===== config.mk =====
export PLATFORM = sky130hd
export DESIGN_NAME = dr_adder_port_flat
export DESIGN_NICKNAME = d
export VERILOG_FILES = /design/src/rtl/dr_adder_port_if.sv /design/src/rtl/dr_adder_port.sv /design/src/flat_wrapper.sv
export SDC_FILE = /design/constraint.sdc
export NUM_CORES = 1
export LEC_CHECK = 0
export ABC_AREA = 1
export CAP_MARGIN = 20
export CORE_ASPECT_RATIO = 1.75
export CORE_MARGIN = 2
export CORE_UTILIZATION = 36
export DETAILED_ROUTE_END_ITERATION = 8
export DONT_BUFFER_PORTS = 1
export PLACE_DENSITY = 0.6
export SYNTH_ARGS = -nofsm -noshare
export SYNTH_HDL_FRONTEND = slang
export SYNTH_SLANG_ARGS = --single-unit

===== constraint.sdc =====
create_clock -name clk -period 1.6 [get_ports clk]
set_input_delay 0.32 -clock clk [delete_from_list [all_inputs] [get_ports clk]]
set_output_delay 0.32 -clock clk [all_outputs]
set_load 0.02 [all_outputs]

===== src/rtl/dr_adder_port_if.sv =====
`default_nettype none
// ============================================================================
// Module      : dr_adder_port_if
// Description : Operand/result handshake plus dual-rail adder connection
//               bundle for dr_adder_port.
// Revision    : 1.0 - initial release
// ============================================================================
interface dr_adder_port_if #(
    parameter int WIDTH = 4
);
    logic             in_valid;
    logic             in_ready;
    logic [WIDTH-1:0] in_a;
    logic [WIDTH-1:0] in_b;
    logic             in_cin;

    logic [WIDTH-1:0] dr_a_1;
    logic [WIDTH-1:0] dr_a_0;
    logic [WIDTH-1:0] dr_b_1;
    logic [WIDTH-1:0] dr_b_0;
    logic             dr_cin_1;
    logic             dr_cin_0;
    logic [WIDTH-1:0] dr_s_1;
    logic [WIDTH-1:0] dr_s_0;
    logic             dr_cout_1;
    logic             dr_cout_0;

    logic             out_valid;
    logic             out_ready;
    logic [WIDTH-1:0] out_sum;
    logic             out_cout;
    logic             out_err;
    logic             spacer_err;

    modport slave (
        input  in_valid, in_a, in_b, in_cin,
        output in_ready,
        output dr_a_1, dr_a_0, dr_b_1, dr_b_0, dr_cin_1, dr_cin_0,
        input  dr_s_1, dr_s_0, dr_cout_1, dr_cout_0,
        output out_valid, out_sum, out_cout, out_err, spacer_err,
        input  out_ready
    );

    modport master (
        output in_valid, in_a, in_b, in_cin,
        input  in_ready,
        input  dr_a_1, dr_a_0, dr_b_1, dr_b_0, dr_cin_1, dr_cin_0,
        output dr_s_1, dr_s_0, dr_cout_1, dr_cout_0,
        input  out_valid, out_sum, out_cout, out_err, spacer_err,
        output out_ready
    );
endinterface
`default_nettype wire


===== src/rtl/dr_adder_port.sv =====
`default_nettype none
// ============================================================================
// Module      : dr_adder_port
// Description : Synchronous front/back-end for a dual-rail return-to-zero
//               adder: drives operands as data/spacer, synchronizes and
//               decodes the result with completion and timeout detection.
// Revision    : 1.0 - initial release
// ============================================================================
module dr_adder_port #(
    parameter int WIDTH       = 4,
    parameter int SYNC_STAGES = 2,
    parameter int SETTLE      = 2,
    parameter int TIMEOUT     = 255
) (
    input  wire logic      clk,
    input  wire logic      rst,
    dr_adder_port_if.slave bus
);
    localparam int              c_W1       = WIDTH + 1;
    localparam int              c_DW       = 2 * WIDTH + 1;
    localparam int              c_SW       = (SETTLE < 2) ? 1 : $clog2(SETTLE + 1);
    localparam logic [c_SW-1:0] c_SETTLE   = c_SW'(SETTLE);
    localparam logic [7:0]      c_TMO_LAST = 8'(TIMEOUT - 1);

    typedef enum logic [1:0] {
        ST_SPACER = 2'd0,
        ST_IDLE   = 2'd1,
        ST_EVAL   = 2'd2,
        ST_HOLD   = 2'd3
    } state_t;

    state_t                r_state, w_state_nxt;
    logic [2*c_W1-1:0]     r_sync [SYNC_STAGES];
    logic [SYNC_STAGES-1:0] r_fill;
    logic [2*c_W1-1:0]     r_prev;
    logic [c_SW-1:0]       r_settle, w_settle_nxt, w_settle_inc;
    logic [7:0]            r_tmo, w_tmo_nxt;
    logic [c_DW-1:0]       r_dr1, r_dr0, w_dr1_nxt, w_dr0_nxt;
    logic                  r_out_valid, w_out_valid_nxt;
    logic [WIDTH-1:0]      r_out_sum, w_out_sum_nxt;
    logic                  r_out_cout, w_out_cout_nxt;
    logic                  r_out_err, w_out_err_nxt;
    logic                  r_spacer_err, w_spacer_err_nxt;

    logic [2*c_W1-1:0] w_raw, w_smp;
    logic [c_W1-1:0]   w_r1, w_r0;
    logic              w_live, w_complete, w_illegal, w_empty, w_same, w_run, w_done;

    assign w_raw = {bus.dr_cout_1, bus.dr_s_1, bus.dr_cout_0, bus.dr_s_0};

    generate
        for (genvar gi = 0; gi < SYNC_STAGES; gi++) begin : g_sync
            if (gi == 0) begin : g_first
                always_ff @(posedge clk) begin
                    if (rst) r_sync[gi] <= '0;
                    else     r_sync[gi] <= w_raw;
                end
            end else begin : g_next
                always_ff @(posedge clk) begin
                    if (rst) r_sync[gi] <= '0;
                    else     r_sync[gi] <= r_sync[gi-1];
                end
            end
        end
    endgenerate

    // Samples only count once the synchronizer holds live data again after reset
    always_ff @(posedge clk) begin
        if (rst) r_fill <= '0;
        else     r_fill <= {r_fill[SYNC_STAGES-2:0], 1'b1};
    end

    assign w_smp      = r_sync[SYNC_STAGES-1];
    assign w_r1       = w_smp[2*c_W1-1:c_W1];
    assign w_r0       = w_smp[c_W1-1:0];
    assign w_live     = r_fill[SYNC_STAGES-1];
    assign w_complete = &(w_r1 ^ w_r0);
    assign w_illegal  = |(w_r1 & w_r0);
    assign w_empty    = ~|(w_r1 | w_r0);
    assign w_same     = (w_smp == r_prev);

    // A complete (or empty) sample that differs from the last one starts a new run of 1
    always_comb begin
        w_run = w_live && (((r_state == ST_EVAL) && w_complete) ||
                           ((r_state == ST_SPACER) && w_empty));
        if (!w_run)                          w_settle_inc = '0;
        else if ((r_settle != '0) && w_same) w_settle_inc = r_settle + c_SW'(1);
        else                                 w_settle_inc = c_SW'(1);
        w_done = w_run && (w_settle_inc == c_SETTLE);
    end

    always_comb begin
        w_state_nxt      = r_state;
        w_dr1_nxt        = r_dr1;
        w_dr0_nxt        = r_dr0;
        w_out_valid_nxt  = r_out_valid;
        w_out_sum_nxt    = r_out_sum;
        w_out_cout_nxt   = r_out_cout;
        w_out_err_nxt    = r_out_err;
        w_spacer_err_nxt = r_spacer_err;
        w_settle_nxt     = w_settle_inc;
        w_tmo_nxt        = (r_tmo == 8'hFF) ? r_tmo : r_tmo + 8'd1;

        case (r_state)
            ST_SPACER: begin
                if (w_done) begin
                    w_state_nxt = ST_IDLE;
                end else if (r_tmo >= c_TMO_LAST) begin
                    w_state_nxt      = ST_IDLE;
                    w_spacer_err_nxt = 1'b1;
                end
            end
            ST_IDLE: begin
                if (bus.in_valid) begin
                    w_dr1_nxt   = {bus.in_cin, bus.in_b, bus.in_a};
                    w_dr0_nxt   = ~{bus.in_cin, bus.in_b, bus.in_a};
                    w_state_nxt = ST_EVAL;
                end
            end
            ST_EVAL: begin
                if (w_live && w_illegal) begin
                    w_state_nxt     = ST_HOLD;
                    w_out_valid_nxt = 1'b1;
                    w_out_err_nxt   = 1'b1;
                    w_out_sum_nxt   = '0;
                    w_out_cout_nxt  = 1'b0;
                end else if (w_done) begin
                    w_state_nxt     = ST_HOLD;
                    w_out_valid_nxt = 1'b1;
                    w_out_err_nxt   = 1'b0;
                    w_out_sum_nxt   = w_r1[WIDTH-1:0];
                    w_out_cout_nxt  = w_r1[WIDTH];
                end else if (r_tmo >= c_TMO_LAST) begin
                    w_state_nxt     = ST_HOLD;
                    w_out_valid_nxt = 1'b1;
                    w_out_err_nxt   = 1'b1;
                    w_out_sum_nxt   = '0;
                    w_out_cout_nxt  = 1'b0;
                end
            end
            ST_HOLD: begin
                if (bus.out_ready) begin
                    w_state_nxt     = ST_SPACER;
                    w_out_valid_nxt = 1'b0;
                    w_dr1_nxt       = '0;
                    w_dr0_nxt       = '0;
                end
            end
            default: w_state_nxt = ST_SPACER;
        endcase

        if (w_state_nxt != r_state) begin
            w_settle_nxt = '0;
            w_tmo_nxt    = '0;
        end
    end

    always_ff @(posedge clk) begin
        if (rst) begin
            r_state      <= ST_SPACER;
            r_prev       <= '0;
            r_settle     <= '0;
            r_tmo        <= '0;
            r_dr1        <= '0;
            r_dr0        <= '0;
            r_out_valid  <= 1'b0;
            r_out_sum    <= '0;
            r_out_cout   <= 1'b0;
            r_out_err    <= 1'b0;
            r_spacer_err <= 1'b0;
        end else begin
            r_state      <= w_state_nxt;
            r_prev       <= w_smp;
            r_settle     <= w_settle_nxt;
            r_tmo        <= w_tmo_nxt;
            r_dr1        <= w_dr1_nxt;
            r_dr0        <= w_dr0_nxt;
            r_out_valid  <= w_out_valid_nxt;
            r_out_sum    <= w_out_sum_nxt;
            r_out_cout   <= w_out_cout_nxt;
            r_out_err    <= w_out_err_nxt;
            r_spacer_err <= w_spacer_err_nxt;
        end
    end

    assign bus.in_ready   = (r_state == ST_IDLE) && !rst;
    assign bus.dr_a_1     = r_dr1[WIDTH-1:0];
    assign bus.dr_a_0     = r_dr0[WIDTH-1:0];
    assign bus.dr_b_1     = r_dr1[2*WIDTH-1:WIDTH];
    assign bus.dr_b_0     = r_dr0[2*WIDTH-1:WIDTH];
    assign bus.dr_cin_1   = r_dr1[2*WIDTH];
    assign bus.dr_cin_0   = r_dr0[2*WIDTH];
    assign bus.out_valid  = r_out_valid;
    assign bus.out_sum    = r_out_sum;
    assign bus.out_cout   = r_out_cout;
    assign bus.out_err    = r_out_err;
    assign bus.spacer_err = r_spacer_err;
endmodule
`default_nettype wire


===== src/flat_wrapper.sv =====
// flat-port wrapper written by rule: the top's interface ports become plain ports
module dr_adder_port_flat 
#(
    parameter int WIDTH       = 4,
    parameter int SYNC_STAGES = 2,
    parameter int SETTLE      = 2,
    parameter int TIMEOUT     = 255
)
  (clk, rst, bus_in_valid, bus_in_a, bus_in_b, bus_in_cin, bus_in_ready, bus_dr_a_1, bus_dr_a_0, bus_dr_b_1, bus_dr_b_0, bus_dr_cin_1, bus_dr_cin_0, bus_dr_s_1, bus_dr_s_0, bus_dr_cout_1, bus_dr_cout_0, bus_out_valid, bus_out_sum, bus_out_cout, bus_out_err, bus_spacer_err, bus_out_ready);
  dr_adder_port_if #(.WIDTH(WIDTH)) bus_i ();
  input  wire logic clk;
  input  wire logic rst;
  input wire logic [$bits(bus_i.in_valid)-1:0] bus_in_valid;
  input wire logic [$bits(bus_i.in_a)-1:0] bus_in_a;
  input wire logic [$bits(bus_i.in_b)-1:0] bus_in_b;
  input wire logic [$bits(bus_i.in_cin)-1:0] bus_in_cin;
  output wire logic [$bits(bus_i.in_ready)-1:0] bus_in_ready;
  output wire logic [$bits(bus_i.dr_a_1)-1:0] bus_dr_a_1;
  output wire logic [$bits(bus_i.dr_a_0)-1:0] bus_dr_a_0;
  output wire logic [$bits(bus_i.dr_b_1)-1:0] bus_dr_b_1;
  output wire logic [$bits(bus_i.dr_b_0)-1:0] bus_dr_b_0;
  output wire logic [$bits(bus_i.dr_cin_1)-1:0] bus_dr_cin_1;
  output wire logic [$bits(bus_i.dr_cin_0)-1:0] bus_dr_cin_0;
  input wire logic [$bits(bus_i.dr_s_1)-1:0] bus_dr_s_1;
  input wire logic [$bits(bus_i.dr_s_0)-1:0] bus_dr_s_0;
  input wire logic [$bits(bus_i.dr_cout_1)-1:0] bus_dr_cout_1;
  input wire logic [$bits(bus_i.dr_cout_0)-1:0] bus_dr_cout_0;
  output wire logic [$bits(bus_i.out_valid)-1:0] bus_out_valid;
  output wire logic [$bits(bus_i.out_sum)-1:0] bus_out_sum;
  output wire logic [$bits(bus_i.out_cout)-1:0] bus_out_cout;
  output wire logic [$bits(bus_i.out_err)-1:0] bus_out_err;
  output wire logic [$bits(bus_i.spacer_err)-1:0] bus_spacer_err;
  input wire logic [$bits(bus_i.out_ready)-1:0] bus_out_ready;
  assign bus_i.in_valid = bus_in_valid;
  assign bus_i.in_a = bus_in_a;
  assign bus_i.in_b = bus_in_b;
  assign bus_i.in_cin = bus_in_cin;
  assign bus_in_ready = bus_i.in_ready;
  assign bus_dr_a_1 = bus_i.dr_a_1;
  assign bus_dr_a_0 = bus_i.dr_a_0;
  assign bus_dr_b_1 = bus_i.dr_b_1;
  assign bus_dr_b_0 = bus_i.dr_b_0;
  assign bus_dr_cin_1 = bus_i.dr_cin_1;
  assign bus_dr_cin_0 = bus_i.dr_cin_0;
  assign bus_i.dr_s_1 = bus_dr_s_1;
  assign bus_i.dr_s_0 = bus_dr_s_0;
  assign bus_i.dr_cout_1 = bus_dr_cout_1;
  assign bus_i.dr_cout_0 = bus_dr_cout_0;
  assign bus_out_valid = bus_i.out_valid;
  assign bus_out_sum = bus_i.out_sum;
  assign bus_out_cout = bus_i.out_cout;
  assign bus_out_err = bus_i.out_err;
  assign bus_spacer_err = bus_i.spacer_err;
  assign bus_i.out_ready = bus_out_ready;
  dr_adder_port #(.WIDTH(WIDTH), .SYNC_STAGES(SYNC_STAGES), .SETTLE(SETTLE), .TIMEOUT(TIMEOUT)) u_core (.clk(clk), .rst(rst), .bus(bus_i));
endmodule

======== Word-level counts from Yosys, hierarchy flattened ========
Memory sizes are Yosys's and may differ from the RTL's.
Index checks and enable logic that the tools add are counted.
storage, ports and cells
  register bits after elaboration ......... 50
  RAM bits ................................ 20
  input bits .............................. 23
  output and inout bits ................... 27
  logic and storage cells ................. 91
  memories ................................ 1
memory list
  name           depth  bits a word  rd ports  clocked after memory_dff  write ports  line                 RTL
  u_core.r_sync  2      10           2         0                         2            dr_adder_port.sv:33  logic [2*c_W1-1:0] r_sync [SYNC_STAGES];
operators by class
  add/subtract/negate cells ............... 2
  magnitude comparators ................... 1
  equality and inequality tests ........... 10
  mux-type cells .......................... 34
  bitwise logic cells ..................... 7
  reductions and logical operators ........ 23
operators with widths
  cell                   count
  $pmux W9 S2            2
  $mux W9                3
  $mux W10               2
  $mux W2                9
  $mux W1                13
  $mux W4                3
  $eq A10 B10 Y1         1
  $reduce_or A5 Y1       2
  $not A9 Y9             1
  $reduce_and A3 Y1      3
  $add A8 B1 Y8 const B  1
  $eq A8 B8 Y1 const B   1
  $ge A8 B8 Y1 const B   1
  $pmux W2 S4            1
  $logic_and A1 B1 Y1    7
  $eq A2 B2 Y1 const B   3
  $reduce_bool A2 Y1     3
  $and A5 B5 Y5          1
  $or A5 B5 Y5           1
  $reduce_and A5 Y1      1
  $xor A5 B5 Y5          1
  $ne A2 B2 Y1 const B   2
  $ne A4 B3 Y1 const B   1
  $reduce_bool A3 Y1     1
  other kinds (11)       13

======== Logic depth before layout (Yosys ltp) ========
Gate-level depths: netlist of the first run.
An unclocked memory read counts as a cell.
  depth after elaboration ................. 15
  gate-level depth with buffers ........... 13
  gate-level depth less buffers ........... 13

======== Worst setup path before layout of the first run ========
No wires, ideal clock.
  kind .................................... flip-flop to flip-flop
  start point ............................. memory u_core.r_sync[1][6] (netlist name)
  end point ............................... register u_core.r_tmo[6]
  library setup time ...................... 0.122 ns
  arrival ................................. 1.579 ns
  required time ........................... 1.478 ns
  setup slack ............................. -0.101 ns
  stages on the path, launching flop included .. 14
  clock period less this slack ............ 1.701 ns
  path through ............................ dfxtp_1 inv_1 ha_1 nand2_1 nor2_1 nand3_1 nand2_1 nand3_2 o21bai_2 nand2_2 nand2_2 nand3_2 nand2_4 nor2_1
RTL lines
  item                  line                  RTL
  from (decl)           dr_adder_port.sv:33
  to (signal assigned)  dr_adder_port.sv:175  r_tmo <= w_tmo_nxt;
  to (decl)             dr_adder_port.sv:37   logic [7:0] r_tmo, w_tmo_nxt;

==> results of run 1 <==
## cells by family after synthesis
kind of cell / Yosys count
compound gates: 35
xor+xnor: 6
buf+inv: 66
simple gates: 152
fa+ha+maj: 13
flops: 70
## worst max-delay path, stage by stage, from the launching register on
cell      delay, ps
dfxtp_2         340
inv_2            60
ha_4            250
nand2_2          60
nor2_4          120
nand3_2          90
nand2_2         100
nand3_4          80
o21bai_4        130
nand2_2          90
nand2_4          80
nand3_4         100
nand2_4         120
nor2_1           60
## sequential cells by signal (all words and copies together) (netlist names)
register,flops
u_core.r_settle,2
u_core.r_tmo,8
u_core.bus.out_err,1
u_core.bus.spacer_err,1
u_core.r_sync,20
u_core.r_dr0,9
u_core.bus.out_cout,1
u_core.r_dr1,9
u_core.bus.out_valid,1
u_core.r_state,2
u_core.r_fill,2
u_core.r_prev,10
u_core.bus.out_sum,4
## what timing repair did
action                                  in CTS  in global routing
resized for setup                           12                 14
cloned                                       1                  0
endpoints found under the setup margin      19                 21
pin swaps                                   16                  7
hold buffers                                 0                  0
buffers inserted                             5                  3
## per-layer routing
layer / up-vias / global-route usage [%] / share of wire (%)
li1: 1161 / - / -
met1: 999 / 17.4 / 42
met2: 57 / 25.7 / 51
met3: 17 / 4.62 / 4.5
met4: 0 / 9.38 / 2.9
met5: - / 0 / 0
## layout make-up
class | instances | share of cell area (%)
sequential | 70 | 39.2
multi-input combinational | 207 | 34.1
timing repair buffer | 43 | 9.17
clock buffer | 10 | 6.36
inverter | 55 | 5.73
tap | 88 | 3.06
clock inverter | 6 | 2.40
## cell usage after synthesis
master | n | area (sq um)
nor2_1 | 71 | 267
dfxtp_1 | 70 | 1400
nand2_1 | 54 | 203
inv_1 | 49 | 184
nand3_1 | 15 | 75.1
ha_1 | 13 | 163
clkbuf_1 | 10 | 37.5
a211oi_1 | 9 | 67.6
a22o_1 | 9 | 78.8
inv_2 | 6 | 22.5
a21oi_1 | 5 | 25.0
o31ai_1 | 5 | 37.5
o21ai_0 | 4 | 20.0
nand4_1 | 3 | 18.8
xnor2_1 | 3 | 26.3
xor2_1 | 3 | 26.3
nand2_2 | 2 | 12.5
nand3_2 | 2 | 20.0
nor2_2 | 2 | 12.5
and3_1 | 1 | 6.26
clkbuf_8 | 1 | 13.8
nand2_4 | 1 | 11.3
nor3_1 | 1 | 5.00
o211ai_1 | 1 | 7.51
o21bai_2 | 1 | 11.3
o32ai_1 | 1 | 8.76
## power breakdown
group | switching [mW] | internal [mW] | total (mW)
clock network | 0.753 | 1.36 | 2.11
logic | 0.108 | 0.0966 | 0.204
registers | 0.0229 | 1.79 | 1.81
total | 0.884 | 3.24 | 4.13
## path summary, 6_finish.rpt
| check | startpoint | endpoint | slack, ps |
|---|---|---|---|
| hold reg to reg | u_core.r_sync[0][0]$_SDFF_PP0_ | u_core.r_sync[1][0]$_SDFF_PP0_ | 390 |
| hold / removal | rst | u_core.r_sync[0][9]$_SDFF_PP0_ | 50 |
| setup / recovery | u_core.r_sync[1][1]$_SDFF_PP0_ | u_core.r_tmo[6]$_SDFFE_PP0P_ | -200 |
| setup reg to reg | u_core.r_sync[1][1]$_SDFF_PP0_ | u_core.r_tmo[6]$_SDFFE_PP0P_ | -200 |
## metrics by stage
stage	util, %	std cells	power [mW]	setup TNS [ps]	area (sq um)
global route	47.9	479	4.27	-5370	3600
detailed placement	41.3	454	2.02	-3300	3110
floorplan	-	342	1.97	-518	2780
CTS	47.0	476	4.14	-2520	3530
global placement	41.3	454	2.01	-2790	3110
finish	47.9	479	4.13	-2530	3600
==> metrics.md, run 1 <==
| Metric | Value |
|---|---|
| Pwr dens | `1150 mW/mm^2` |
| Adder-cell share of the synthesized area | `5.89%` |
| Worst Reg-to-Reg Cells | `13` |
| DRT iter0 DRCs | `136` |
| Share of layout cells above drive strength 1 | `26.9%` |
| Total Wirelength | `6250 um` |
| Cts bufs inserted | `9` |
| Vias per cell | `4.66` |
| CTS tree | `yes` |
| Number of antenna diodes | `0` |
| Initial antenna violation count | `0` |
| Cell area after synthesis | `between 0.002 and 0.003 sq mm` |
| WHS Path Cells | `1` |
| Pleak | `between 1.5 and 2 nW` |
| Largest net degree at the start of global routing | `52` |
| DRC | `0` |
| DRT Pass-1 Iters | `5` |
| RSZ-0062 raised after global routing | `yes` |
| First-pass GRT wire length | `roughly 10,000 um` |
| Cells after Synth | `approximately 340` |
| Largest family of logic cells by synthesized area | `simple AND/OR/NAND/NOR gates` |
| Area share of xor/xnor cells in the synthesized design | `1.90%` |
| Routed via count | `2,234` |
| Final Skew | `approximately 6.9 ps` |
| Most frequent cells in the layout | `nor2_1 (66), dfxtp_1 (61), nand2_1 (49)` |
| CP arrival | `2020 ps` |
| Clock sinks | `70` |
| Routed Antenna Nets | `0` |
| Nets | `422` |
| Post-synthesis mux area share | `0%` |
| Worst skew pair latency | `340 ps` |
| Worst hold path type | `primary input to flip-flop` |
| Seq/Total Area, Yosys | `roughly half` |
| # rows | `42` |
| Mean Syn Cell Area | `a little over 8 sq um` |
| Die Wd | `approximately 70 um` |
| Total of max-cap violations | `0` |
| Critical Path Start Type | `flip-flop` |
| Setup Viol. Count Final | `19` |
| Slew @ Worst Pin | `606 ps` |
| Failing checks | `setup timing` |
| Slew HR | `slightly below 60%` |
| # fillers | `733` |
| CP Max Fanout | `5` |
| I/O Buffers | `0` |
| CTS clk-pin slew, worst paths | `60 ps` |
| Initial Util | `36.7%` |
| Most common cell after layout, fill and taps aside | `nor2_1` |
| Worst slack at placement | `-210 ps` |
| Post-DP HPWL | `4210 um` |
| CP endpoint kind | `flip-flop` |
| Clk buf depth | `2` |
| Seq cells post-synth | `70` |
| Status | `finished with violations` |
| Slew Limit Fails | `0` |
| Synthesis Warnings | `0` |
| WL/cell | `13.0 um` |
| WP data required | `1820 ps` |
| GP Congestion | `slightly below 0.8` |
| Area of the multi-input gates | `0.00123 sq mm` |
| Final period utilization | `112%` |
| Crit path kind | `flip-flop to flip-flop` |
| Syn nets | `378` |
| Peak Freq | `approximately 560 MHz` |
| Die Ht | `120 um` |
| Complex-gate fraction of the synthesized area | `9.29%` |
| Simple-gate share of the synthesized area | `22.8%` |
| CTS root buffer | `clkbuf_16` |
| WHS | `51.6 ps` |
| DIE AREA | `around 0.0084 sq mm` |
| Post-layout min period | `1800 ps` |
| I/O Pins | `50` |
| Gr ovfl total | `0` |
| Final Worst Setup Slack | `-198 ps` |
| H-tree lvl count | `3` |
| Number of global-route vias before repair | `2,152` |
| Final hold violation count | `0` |
| GRT Total Usage | `15.6%` |
| Synth unique cells | `26` |
| Worst IR drop on VDD | `0.732 mV` |
| Core Area | `0.00751 sq mm` |
| Synth-to-Final Area Change | `30.4%` |
| Storage cell area | `0.00141 sq mm` |
No activity file was read; power rests on OpenSTA's default activity.
==> run 2: changes to the inputs <==
CORE_MARGIN = default   (was 2)
PLACE_DENSITY = 0.58   (was 0.6)
SKIP_LAST_GASP = 1   (was default)
clock period = 2.28 ns   (was 1.6 ns; I/O delays follow)
==> run 2 against run 1 <==
Compared with the run above: the run now ends clean; non-clock buffer count is 41 lower; fmax is 8.2% lower; total power is 34% lower; critical path type unchanged; clock power is 36% lower; die area is 4.5% lower.
==> metrics.md, run 2 (synthesis gave the netlist of run 1 again) <==
| Metric | Value |
|---|---|
| Clock sinks | `70 (unchanged)` |
| Worst IR drop on VDD | `0.546 mV (was 0.732 mV)` |
| DRT iter0 DRCs | `83 (was 136)` |
| WP data required | `2510 ps (was 1820 ps)` |
| WL/cell | `12.8 um (was 13.0 um)` |
| Area of the multi-input gates | `0.00110 sq mm (was 0.00123 sq mm)` |
| Clock Power Share | `49.8% (was 51.2%)` |
| Vias per cell | `4.69 (was 4.66)` |
| I/O Pins | `50 (unchanged)` |
| Cts hold-fix bufs | `0 (unchanged)` |
| DRC | `0 (unchanged)` |
| Slew @ Worst Pin | `678 ps (was 606 ps)` |
| Slew HR | `54.4% (was 59.6%)` |
| Most frequent cells in the layout | `nor2_1 (71), dfxtp_1 (70), nand2_1 (54) (was nor2_1 (66), dfxtp_1 (61), nand2_1 (49))` |
| Core Area | `0.00734 sq mm (was 0.00751 sq mm)` |
| CTS-repair resized insts | `0 (was 12)` |
| Routed Antenna Nets | `0 (unchanged)` |
| Pleak | `1.38 nW (was 1.61 nW)` |
| Pwr dens | `867 mW/mm^2 (was 1150 mW/mm^2)` |
| CP arrival | `2190 ps (was 2020 ps)` |
| CTS clk-pin slew, worst paths | `50 ps (was 60 ps)` |
| Setup TNS | `0 ps (was -2530 ps)` |
| Crit path kind | `flip-flop to flip-flop (unchanged)` |
| Initial Util | `37.6% (was 36.7%)` |
| Final hold violation count | `0 (unchanged)` |
| Net Sw Frac | `20.3% (was 21.4%)` |
| Nets | `380 (was 422)` |
| CP endpoint kind | `flip-flop (unchanged)` |
| Most common cell after layout, fill and taps aside | `nor2_1 (unchanged)` |
| Final Skew | `4.44 ps (was 6.85 ps)` |
| Cts bufs inserted | `9 (unchanged)` |
| Gate power share | `3.3% (was 4.9%)` |
| Die Ht | `118 um (was 120 um)` |
| Largest net degree at the start of global routing | `52 (unchanged)` |
| Number of global-route vias before repair | `1,925 (was 2,152)` |
| Slew Limit Fails | `0 (unchanged)` |
| Total of max-cap violations | `0 (unchanged)` |
| Clk buf depth | `2 (unchanged)` |
| Max reg flops | `20 (unchanged)` |
| WHS Path Cells | `1 (unchanged)` |
| Routed via count | `2,037 (was 2,234)` |
| CP Max Fanout | `6 (was 5)` |
| Total setup buffers inserted after CTS | `0 (was 5)` |
| Die Wd | `68.2 um (was 70.2 um)` |
| Total net switching power | `0.551 mW (was 0.884 mW)` |
| WHS | `193 ps (was 51.6 ps)` |
| I/O Buffers | `0 (unchanged)` |
| GP Congestion | `0.756 (was 0.775)` |
| Critical Path Start Type | `flip-flop (unchanged)` |
| Largest registers | `u_core.r_sync: 20 flops, u_core.r_prev: 10 flops (unchanged)` |
| DRT Pass-1 Iters | `4 (was 5)` |
| # rows | `41 (was 42)` |
| Total Wirelength | `5560 um (was 6250 um)` |
| Share of layout cells above drive strength 1 | `8.33% (was 26.9%)` |
| Number of antenna diodes | `0 (unchanged)` |
| Worst skew pair latency | `330 ps (was 340 ps)` |
| Post-DP HPWL | `4070 um (was 4210 um)` |
| Synth-to-Final Area Change | `13.1% (was 30.4%)` |
| First-pass GRT wire length | `9060 um (was 10,000 um)` |
| Gr ovfl total | `0 (unchanged)` |
| Setup Viol. Count Final | `0 (was 19)` |
| Worst hold path type | `primary input to flip-flop (unchanged)` |
| Post-layout min period | `1960 ps (was 1800 ps)` |
| Pint | `2.16 mW (was 3.24 mW)` |
| CTS root buffer | `clkbuf_16 (unchanged)` |
| Initial antenna violation count | `0 (unchanged)` |
| Flop pwr share | `46.9% (was 43.8%)` |
| Status | `completed (was finished with violations)` |
| Final period utilization | `85.9% (was 112%)` |
| Worst Reg-to-Reg Cells | `10 (was 13)` |
| RSZ-0062 raised after global routing | `no (was yes)` |
| # fillers | `750 (was 733)` |
| Largest Register | `u_core.r_sync (unchanged)` |
| GRT Total Usage | `15.6% (about the same)` |
| Storage cell area | `0.00140 sq mm (was 0.00141 sq mm)` |
| CTS tree | `yes (unchanged)` |
| H-tree lvl count | `3 (unchanged)` |
| Peak Freq | `510 MHz (was 556 MHz)` |
| DIE AREA | `0.00804 sq mm (was 0.00841 sq mm)` |
-- run 2: cell types whose count changed in the layout (fill, tap and decap cells not counted), sizes merged --
cell      delta
clkinvlp     +1
nand2        -1
bufinv       -1
clkbuf       +2
clkinv       -3
buf         -41
-- run 2: cell type report --
cell class                      count  area share (%)
Sequential cell                    70            44.9
Multi-Input combinational cell    206            35.3
Tap cell                           86            3.44
Timing Repair Buffer                2           0.481
Clock buffer                       12            7.89
Inverter                           55            6.61
Clock inverter                      3            1.44
-- run 2: critical path: stages (launching register included) --
cell and delay, ps:
dfxtp_1 370, inv_1 90, ha_1 280, nand2_1 50, nor2_1 110, nand3_1 80
nand2_1 90, nand3_2 90, inv_1 100, nand4_1 290, o31ai_1 320
-- run 2: final timing paths --
path	from	to	slack [ps]
setup / recovery	u_core.r_sync[1][6]$_SDFF_PP0_	u_core.bus.out_sum[3]$_SDFFE_PP0P_	320
hold / removal	rst	u_core.r_sync[0][9]$_SDFF_PP0_	190
setup reg to reg	u_core.r_sync[1][6]$_SDFF_PP0_	u_core.bus.out_sum[3]$_SDFFE_PP0P_	320
hold reg to reg	u_core.r_sync[0][2]$_SDFF_PP0_	u_core.r_sync[1][2]$_SDFF_PP0_	400
-- run 2: routing by layer --
layer	routed length, um	GRT usage (%)	vias to the layer above
li1	-	-	1074
met1	2210	16.6	914
met2	2950	25.4	40
met3	261	6.49	9
met4	131	7.81	0
met5	0	0	-
-- run 2: metrics by stage --
| stage | total power [mW] | util, % | instances | setup WS (ps) | instance area, sq um |
|---|---|---|---|---|---|
| after floorplan | 1.38 | - | 342 | 519 | 2760 |
| after global placement | 1.38 | 38.6 | 419 | 373 | 2830 |
| after detailed placement | 1.39 | 38.6 | 419 | 364 | 2830 |
| after CTS | 2.75 | 42.6 | 434 | 345 | 3120 |
| after global routing | 2.82 | 42.6 | 434 | 151 | 3120 |
| final | 2.71 | 42.6 | 434 | 321 | 3120 |
-- run 2: power by group through the flow --
stage | Combinational [mW] | Clock (mW) | Sequential [mW]
after floorplan | 0.0847 | 0 | 1.29
after global placement | 0.0869 | 0 | 1.30
after detailed placement | 0.0893 | 0 | 1.30
after CTS | 0.0896 | 1.39 | 1.27
after global routing | 0.104 | 1.44 | 1.27
final | 0.0882 | 1.35 | 1.27
